===== config.mk =====
export PLATFORM = sky130hd
export DESIGN_NAME = demux_feeder
export DESIGN_NICKNAME = d
export VERILOG_FILES = /design/src/rtl/demux_feeder_pkg.sv /design/src/rtl/demux_feeder_next_set_bit.sv /design/src/rtl/demux_feeder.sv
export SDC_FILE = /design/constraint.sdc
export NUM_CORES = 1
export LEC_CHECK = 0
export ABC_AREA = 1
export BUFFER_PORTS_ARGS = -buffer_cell sky130_fd_sc_hd__buf_2
export CELL_PAD_IN_SITES_DETAIL_PLACEMENT = 1
export CELL_PAD_IN_SITES_GLOBAL_PLACEMENT = 1
export CORE_MARGIN = 2
export CORE_UTILIZATION = 40
export DETAILED_ROUTE_END_ITERATION = 6
export PLACE_DENSITY = 0.9
export SLEW_MARGIN = 40
export SYNTH_ARGS = -nofsm -noshare
export SYNTH_HDL_FRONTEND = slang
export SYNTH_SLANG_ARGS = --single-unit

===== constraint.sdc =====
create_clock -name clk -period 2.2 [get_ports clk]
set_input_delay 0.11 -clock clk [delete_from_list [all_inputs] [get_ports clk]]
set_output_delay 0.11 -clock clk [all_outputs]
set_load 0.01 [all_outputs]

===== src/rtl/demux_feeder_pkg.sv =====
// ============================================================================
// Module      : demux_feeder_pkg
// Description : Shared types and constants for the demux_feeder block.
//               FSM state encoding, channel count and channel index width.
// Revision    : 1.0 - initial release
// ============================================================================
`default_nettype none

package demux_feeder_pkg;

    localparam int NUM_CH = 4;
    localparam int CH_W   = 2;

    typedef enum logic [1:0] {
        IDLE = 2'd0,
        SCAN = 2'd1,
        DONE = 2'd2
    } state_t;

endpackage : demux_feeder_pkg

`default_nettype wire


===== src/rtl/demux_feeder_next_set_bit.sv =====
// ============================================================================
// Module      : demux_feeder_next_set_bit
// Description : Combinational priority finder. Returns the lowest set bit of
//               i_mask strictly above i_start, or the lowest set bit overall
//               when i_from_zero is asserted.
// Ports       : i_mask      - channel mask to search
//               i_start     - current channel index (search starts above it)
//               i_from_zero - ignore i_start and search from channel 0
//               o_found     - a qualifying bit exists
//               o_idx       - index of that bit (0 when none found)
// Revision    : 1.0 - initial release
// ============================================================================
`default_nettype none

module demux_feeder_next_set_bit
    import demux_feeder_pkg::*;
(
    input  logic [NUM_CH-1:0] i_mask,
    input  logic [CH_W-1:0]   i_start,
    input  logic              i_from_zero,
    output logic              o_found,
    output logic [CH_W-1:0]   o_idx
);

    // Scan from the top down so the lowest qualifying bit is written last.
    always_comb begin
        o_found = 1'b0;
        o_idx   = '0;
        for (int k = NUM_CH - 1; k >= 0; k--) begin
            if (i_mask[k] && (i_from_zero || (k > int'(i_start)))) begin
                o_found = 1'b1;
                o_idx   = CH_W'(k);
            end
        end
    end

endmodule : demux_feeder_next_set_bit

`default_nettype wire


===== src/rtl/demux_feeder.sv =====
// ============================================================================
// Module      : demux_feeder
// Description : Upstream sequencer for a 1:4 demultiplexer. Accepts a 4-bit
//               word plus channel mask over valid/ready and serialises each
//               enabled channel, in ascending order, onto sel/in for
//               HOLD_CYCLES cycles. Pulses done once the word is issued.
// Ports       : clk, rst            - clock, synchronous active-high reset
//               din_valid/din_ready - input handshake
//               din, mask           - data word and channel enable mask
//               sel, in, strobe     - demultiplexer drive, strobe marks live
//               busy                - word in progress (state != IDLE)
//               done                - one-cycle end-of-word pulse
// Revision    : 1.0 - initial release
// ============================================================================
`default_nettype none

module demux_feeder
    import demux_feeder_pkg::*;
#(
    parameter int HOLD_CYCLES = 1
)
(
    input  logic              clk,
    input  logic              rst,
    input  logic              din_valid,
    output logic              din_ready,
    input  logic [NUM_CH-1:0] din,
    input  logic [NUM_CH-1:0] mask,
    output logic [CH_W-1:0]   sel,
    output logic              in,
    output logic              strobe,
    output logic              busy,
    output logic              done
);

    localparam logic [7:0] c_HOLD_RELOAD = 8'(HOLD_CYCLES - 1);

    state_t            r_state;
    state_t            w_state_nxt;
    logic [NUM_CH-1:0] r_data;
    logic [NUM_CH-1:0] w_data_nxt;
    logic [NUM_CH-1:0] r_mask;
    logic [NUM_CH-1:0] w_mask_nxt;
    logic [7:0]        r_hold;
    logic [7:0]        w_hold_nxt;
    logic [CH_W-1:0]   r_cur;
    logic [CH_W-1:0]   w_cur_nxt;

    logic [NUM_CH-1:0] w_srch_mask;
    logic              w_from_zero;
    logic              w_found;
    logic [CH_W-1:0]   w_idx;

    // In IDLE the finder looks at the incoming mask from channel 0; in SCAN
    // it looks at the captured mask strictly above the current channel, so
    // the current channel's own bit never affects the result.
    assign w_from_zero = (r_state == IDLE);
    assign w_srch_mask = (r_state == IDLE) ? mask : r_mask;

    demux_feeder_next_set_bit u_next_set_bit (
        .i_mask      (w_srch_mask),
        .i_start     (r_cur),
        .i_from_zero (w_from_zero),
        .o_found     (w_found),
        .o_idx       (w_idx)
    );

    always_ff @(posedge clk) begin
        if (rst) begin
            r_state <= IDLE;
            r_data  <= '0;
            r_mask  <= '0;
            r_hold  <= '0;
            r_cur   <= '0;
        end else begin
            r_state <= w_state_nxt;
            r_data  <= w_data_nxt;
            r_mask  <= w_mask_nxt;
            r_hold  <= w_hold_nxt;
            r_cur   <= w_cur_nxt;
        end
    end

    always_comb begin
        w_state_nxt = r_state;
        w_data_nxt  = r_data;
        w_mask_nxt  = r_mask;
        w_hold_nxt  = r_hold;
        w_cur_nxt   = r_cur;
        case (r_state)
            IDLE: begin
                if (din_valid) begin
                    w_data_nxt = din;
                    w_mask_nxt = mask;
                    w_hold_nxt = c_HOLD_RELOAD;
                    if (w_found) begin
                        w_cur_nxt   = w_idx;
                        w_state_nxt = SCAN;
                    end else begin
                        w_state_nxt = DONE;
                    end
                end
            end
            SCAN: begin
                if (r_hold != 8'd0) begin
                    w_hold_nxt = r_hold - 8'd1;
                end else begin
                    w_mask_nxt[r_cur] = 1'b0;
                    if (w_found) begin
                        w_cur_nxt  = w_idx;
                        w_hold_nxt = c_HOLD_RELOAD;
                    end else begin
                        w_state_nxt = DONE;
                    end
                end
            end
            DONE:    w_state_nxt = IDLE;
            default: w_state_nxt = IDLE;
        endcase
    end

    // Outputs are pure decodes of registered state.
    assign din_ready = (r_state == IDLE);
    assign strobe    = (r_state == SCAN);
    assign sel       = (r_state == SCAN) ? r_cur : '0;
    assign in        = (r_state == SCAN) ? r_data[r_cur] : 1'b0;
    assign busy      = (r_state != IDLE);
    assign done      = (r_state == DONE);

endmodule : demux_feeder

`default_nettype wire


## After elaboration in Yosys (flattened, before gate mapping)

Index checks and enable logic that the tools add are counted.

- Add/subtract/negate cells: 1
- $mul: 0
- Divide/modulo/power cells: 0
- Order comparisons: 5
- Eq/ne operators: 6
- Shifts and indexed selects: 0
- Multiplexer cells: 31
- Bitwise gates (word level): 2
- Reductions and logical operators: 16

Operators by type and width:

| operator | count |
|---|---|
| 2-bit 2-to-1 mux | 12 |
| 8-bit 2-to-1 mux | 3 |
| 8-bit case mux with 2 select lines | 1 |
| 4-bit 2-to-1 mux | 3 |
| 3-bit AND reduction | 3 |
| 2-bit case mux with 2 select lines | 2 |
| 4-bit case mux with 2 select lines | 1 |
| 8-bit nonzero test | 1 |
| 8-bit by 1-bit subtractor with 8-bit output (second input constant) | 1 |
| 1-bit 2-to-1 mux | 7 |
| 2-bit != test (second input constant) | 3 |
| 1-bit logical AND | 5 |
| 4-bit AND | 1 |
| 2-bit > comparator (first input constant) | 2 |
| 4-bit inverter | 1 |
| 2-bit nonzero test | 2 |
| 1-bit logical OR | 3 |
| 2-bit by 3-bit less-than comparator with 1-bit output (second input constant) | 1 |
| 3-bit by 1-bit != test with 1-bit output (second input constant) | 1 |
| 1-bit binary-select mux with 2-bit select | 1 |
| 1-bit demux with 2-bit select | 1 |
| 2-bit by 1-bit == test with 1-bit output (second input constant) | 1 |
| 2-bit == test (second input constant) | 1 |
| 2-bit by 1-bit greater-or-equal comparator with 1-bit output (second input constant) | 1 |
| 3 further kinds | 3 |

- Bits in registers: 20
- Latch bits: 0
- Memory bits (writable): 0
- Bits in read-only memories: 0
- Input port bits: 11
- Output and inout bits: 7
- Memories: 0

## Depth between registers and ports, before layout

- Word-level depth: 10
- Depth in mapped cells: 13
- Depth with buffers taken out: 13

## By module

From an unflattened synthesis, not the netlist that was laid out.

- Cell total of the unflattened synthesis: 203
- Area total of the unflattened synthesis: 1226.2 um^2

By module, submodules not included:

| module | instances | cells each | area an instance (um^2) | seq. area each (um^2) |
|---|---|---|---|---|
| demux_feeder | 1 | 187 | 1146.1 | 400.4 |
| demux_feeder_next_set_bit | 1 | 16 | 80.1 | 0.0 |

## Least setup slack after synthesis

Ideal clock, no wire load.

- Path type: reg-to-reg
- Start: reg r_hold[0]
- End: reg r_cur[0]
- Setup time: 0.128 ns
- Arrival time: 1.287 ns
- Slack: 0.786 ns
- Stages on the path, launching flop included: 14
- Buffers on the path: 0
- Clock period less this slack: 1.414 ns
- Cell sequence: dfxtp_1 -> inv_1 -> ha_1 -> inv_1 -> nor3_1 -> nand2_1 -> nand2_2 -> nand2_2 -> inv_2 -> nand2_2 -> inv_1 -> nand2_1 -> nand2_1 -> nor2_1

- Word-level cells in the longest chain between the ends: 3

RTL lines:

| element | RTL line | source |
|---|---|---|
| start: declaration | demux_feeder.sv:44 | `logic [7:0] r_hold;` |
| start signal: assignment | demux_feeder.sv:79 | `r_hold <= w_hold_nxt;` |
| 8-bit nonzero test | demux_feeder.sv:105 | `if (r_hold != 8'd0) begin` |
| 2-bit != test (no line) | - |  |
| 3-bit AND reduction (no line) | - |  |
| end signal: assignment | demux_feeder.sv:80 | `r_cur <= w_cur_nxt;` |
| end: declaration | demux_feeder.sv:46 | `logic [CH_W-1:0] r_cur;` |

No other way between the ends.
A chain may end at the register's enable or synchronous reset.

## Final worst setup path

- Start: reg r_hold[0]
- End: reg r_mask[2]

- Word-level cells in the longest chain between the ends: 3

RTL lines:

| element | RTL line | source |
|---|---|---|
| 8-bit nonzero test | demux_feeder.sv:105 |  |
| 2-bit != test (no line) | - |  |
| 3-bit AND reduction (no line) | - |  |
| end signal: assignment | demux_feeder.sv:78 | `r_mask <= w_mask_nxt;` |
| end: declaration | demux_feeder.sv:42 | `logic [NUM_CH-1:0] r_mask;` |

No other way between the ends.

==> impl_metrics.json <==
{
  "status": "finished, final reports clean",
  "htreeDepth": 1,
  "setup_viol": 0,
  "die-area_um2": 3057,
  "rows": 18,
  "io_pins": 18,
  "crit_path_cell_trace": "inv_1 -> ha_1 -> inv_1 -> nor3_1 -> nand2_1 -> nand2_2 -> nand2_2 -> o21ai_0 -> a21oi_1",
  "place_congestion": 0.8518,
  "hold_viol_final": 0,
  "drt_iter0_markers": 27,
  "yosys_warnings": 0,
  "portBuffers": 17,
  "synth_top_cell_area_share_pct": 36.15,
  "min_period_over_period_pct": 76.96,
  "ys_seq_area_share_pct": 36.15,
  "cts_buffers": 3,
  "p_leak_uw": 0.0005537,
  "clk_path_buf_depth": 2,
  "async_flop_share_pct": 0,
  "end_kind": "flop",
  "yosysTopAreaCell": "dfxtp_1",
  "postLayoutCellArea_um2": 1186,
  "netlist_instances": 164,
  "insertion_delay_ps": 300,
  "cp_data_required_time_ps": 2390,
  "grt_max_degree": 20,
  "synth_ff_type": "dfxtp_1",
  "ys_seq_elements": 19,
  "p_per_area_nw_per_um2": 1781,
  "via_per_inst": 5.203,
  "synth_fp_nets": 177,
  "dp_hpwl_mm": 2.222,
  "rsz0062_at_grt": "no",
  "irDropWorstVdd_mv": 1.025,
  "cts.sinks": 19,
  "arrival_ps": 1880,
  "timing.rr.start": "r_hold[0]$_SDFFE_PP0P_",
  "worst-path-buf-inv": 2,
  "layout.nets": 196,
  "cts_tree": "done",
  "regToRegEndpoint": "r_mask[2]$_SDFFE_PP0P_",
  "finClkSkew_ps": 1.631,
  "grt_pass1_wl_mm": 4.802,
  "crit_start": "r_hold[0]$_SDFFE_PP0P_",
  "fin_crit_ps": 1693,
  "wirelength_mm": 2.839,
  "drc": 0,
  "clock.fmax_ghz": 0.5906,
  "hold_buffers": 0,
  "crit_slowest_cell": "dfxtp_1",
  "syn_avg_cell_area_um2": 6.416,
  "drive_gt1_share_pct": 16.48,
  "hp-class": "primary input to flop",
  "wl_per_cell_um": 13.39,
  "ant_nets": 0,
  "maxSlewViolCount": 0,
  "die-width_um": 55.29,
  "start_util_pct": 42.47,
  "crit_end": "r_mask[2]$_SDFFE_PP0P_",
  "overflow": 0,
  "die_height_um": 55.29,
  "cp_num_cells": 9,
  "cts_root_buf": "clkbuf_4",
  "placed_area_um2": 1160,
  "r2r_setup_slack_ps": 510,
  "grt_antenna_before_repair": 0,
  "setup_tns_ps": 0,
  "crit_family": "simple AND/OR/NAND/NOR gates",
  "grt_pass1_vias": 1078,
  "rr_worst_depth": 9,
  "num_vias": 1103,
  "critPathLaunchType": "flop",
  "diodes": 0,
  "area_growth_pct": 12.72,
  "critPathMaxStageDelay_ps": 330,
  "post-cts-setup-buffer-count": 0,
  "synthTopCellsByArea": "dfxtp_1, nand2_1, a21oi_1",
  "synth_common_cells": "nand2_1, a21oi_1, dfxtp_1, nor2_1, inv_1",
  "maxCapViolCount": 0,
  "relSlewSlack_pct": 75.21,
  "grt_usage_pct": 19.43,
  "first_pass_iters": 4,
  "cts_resized": 0,
  "synth.cell_area_um2": 1052,
  "worst_pin_slew_ps": 371.9,
  "critPathMaxFanout": 6,
  "coreArea_um2": 2477,
  "clk_pin_slew_ps": 110,
  "ys_types": 21,
  "crit_type": "flop to flop",
  "synth-edff-count": 0,
  "synth.most_common_cell": "nand2_1"
}
## area by class of cell
class,instances,area [um^2]
Fill cell,358,1291
Sequential cell,19,380.4
Inverter,19,71.32
Tap cell,30,37.54
Timing Repair Buffer,17,85.08
Multi-Input combinational cell,123,585.6
Clock buffer,4,26.28
## cells by family after synthesis
logic type                 count (synthesis)  synth area share [%]
xor gates and xnor gates                   2                 1.665
and+or+nand+nor                           91                 37.57
DFF                                       19                 36.15
buffers and inverters                     22                 8.205
AOI/OAI and AO/OA                         28                 14.03
adders and majority gates                  2                 2.378
## placed cells by master, fill, tap and decap left out, types with 4 or more instances in the layout
cell type / Yosys / layout
a21oi_1: 19 / 19
buf_2: 0 / 17
dfxtp_1: 19 / 19
inv_1: 17 / 17
nand2_1: 47 / 47
nand2_2: 5 / 5
nand3_1: 10 / 10
nand4_1: 4 / 4
nor2_1: 19 / 19
o21ai_0: 5 / 5
## power by group
| group | internal (uW) | leakage, uW | switching [uW] |
|---|---|---|---|
| sequential | 470 | 0.000155 | 108 |
| combinational | 447 | 0.000384 | 901 |
| clock | 70.8 | 0.0000150 | 116 |
| total | 987 | 0.000554 | 1120 |
## worst register-to-register path: stages, from the launching register on
cell,delay (ps)
dfxtp_1,330
inv_1,150
ha_1,170
inv_1,40
nor3_1,120
nand2_1,160
nand2_2,120
nand2_2,100
o21ai_0,260
a21oi_1,120
## worst min-delay path by stage
stage                start  cells past startpoint                     end
CTS                 din[1]                      3  r_data[1]$_SDFFE_PP0P_
finish              din[1]                      3  r_data[1]$_SDFFE_PP0P_
global route        din[1]                      3  r_data[1]$_SDFFE_PP0P_
floorplan           din[0]                      2  r_data[0]$_SDFFE_PP0P_
detailed placement  din[1]                      3  r_data[1]$_SDFFE_PP0P_
global placement    din[3]                      3  r_data[3]$_SDFFE_PP0P_
## through the flow
step	utilization (%)	power, uW	cells	hold slack, ps	setup WS [ps]
finish	47.88	2112	212	40.82	506.9
CTS	47.88	2119	212	37.57	507.6
detailed placement	46.82	1926	208	372.8	536.4
global placement	46.82	1819	208	359.1	652.3
global route	47.88	2352	212	33.16	320.5
floorplan	-	1581	164	254.4	785.8
## registers in the layout (all words and copies together), names as in the netlist
register and count:
r_hold 8, r_data 4, r_mask 3, r_cur 2
r_state 2
## layer usage
metal	up-vias	part of all wire, %	global-route usage [%]
met5	-	0	0
met4	0	1.7	7.317
met3	5	3.1	2.576
met2	18	49	34.18
met1	520	47	23.91
li1	560	-	-
No activity file was read; power rests on OpenSTA's default activity.
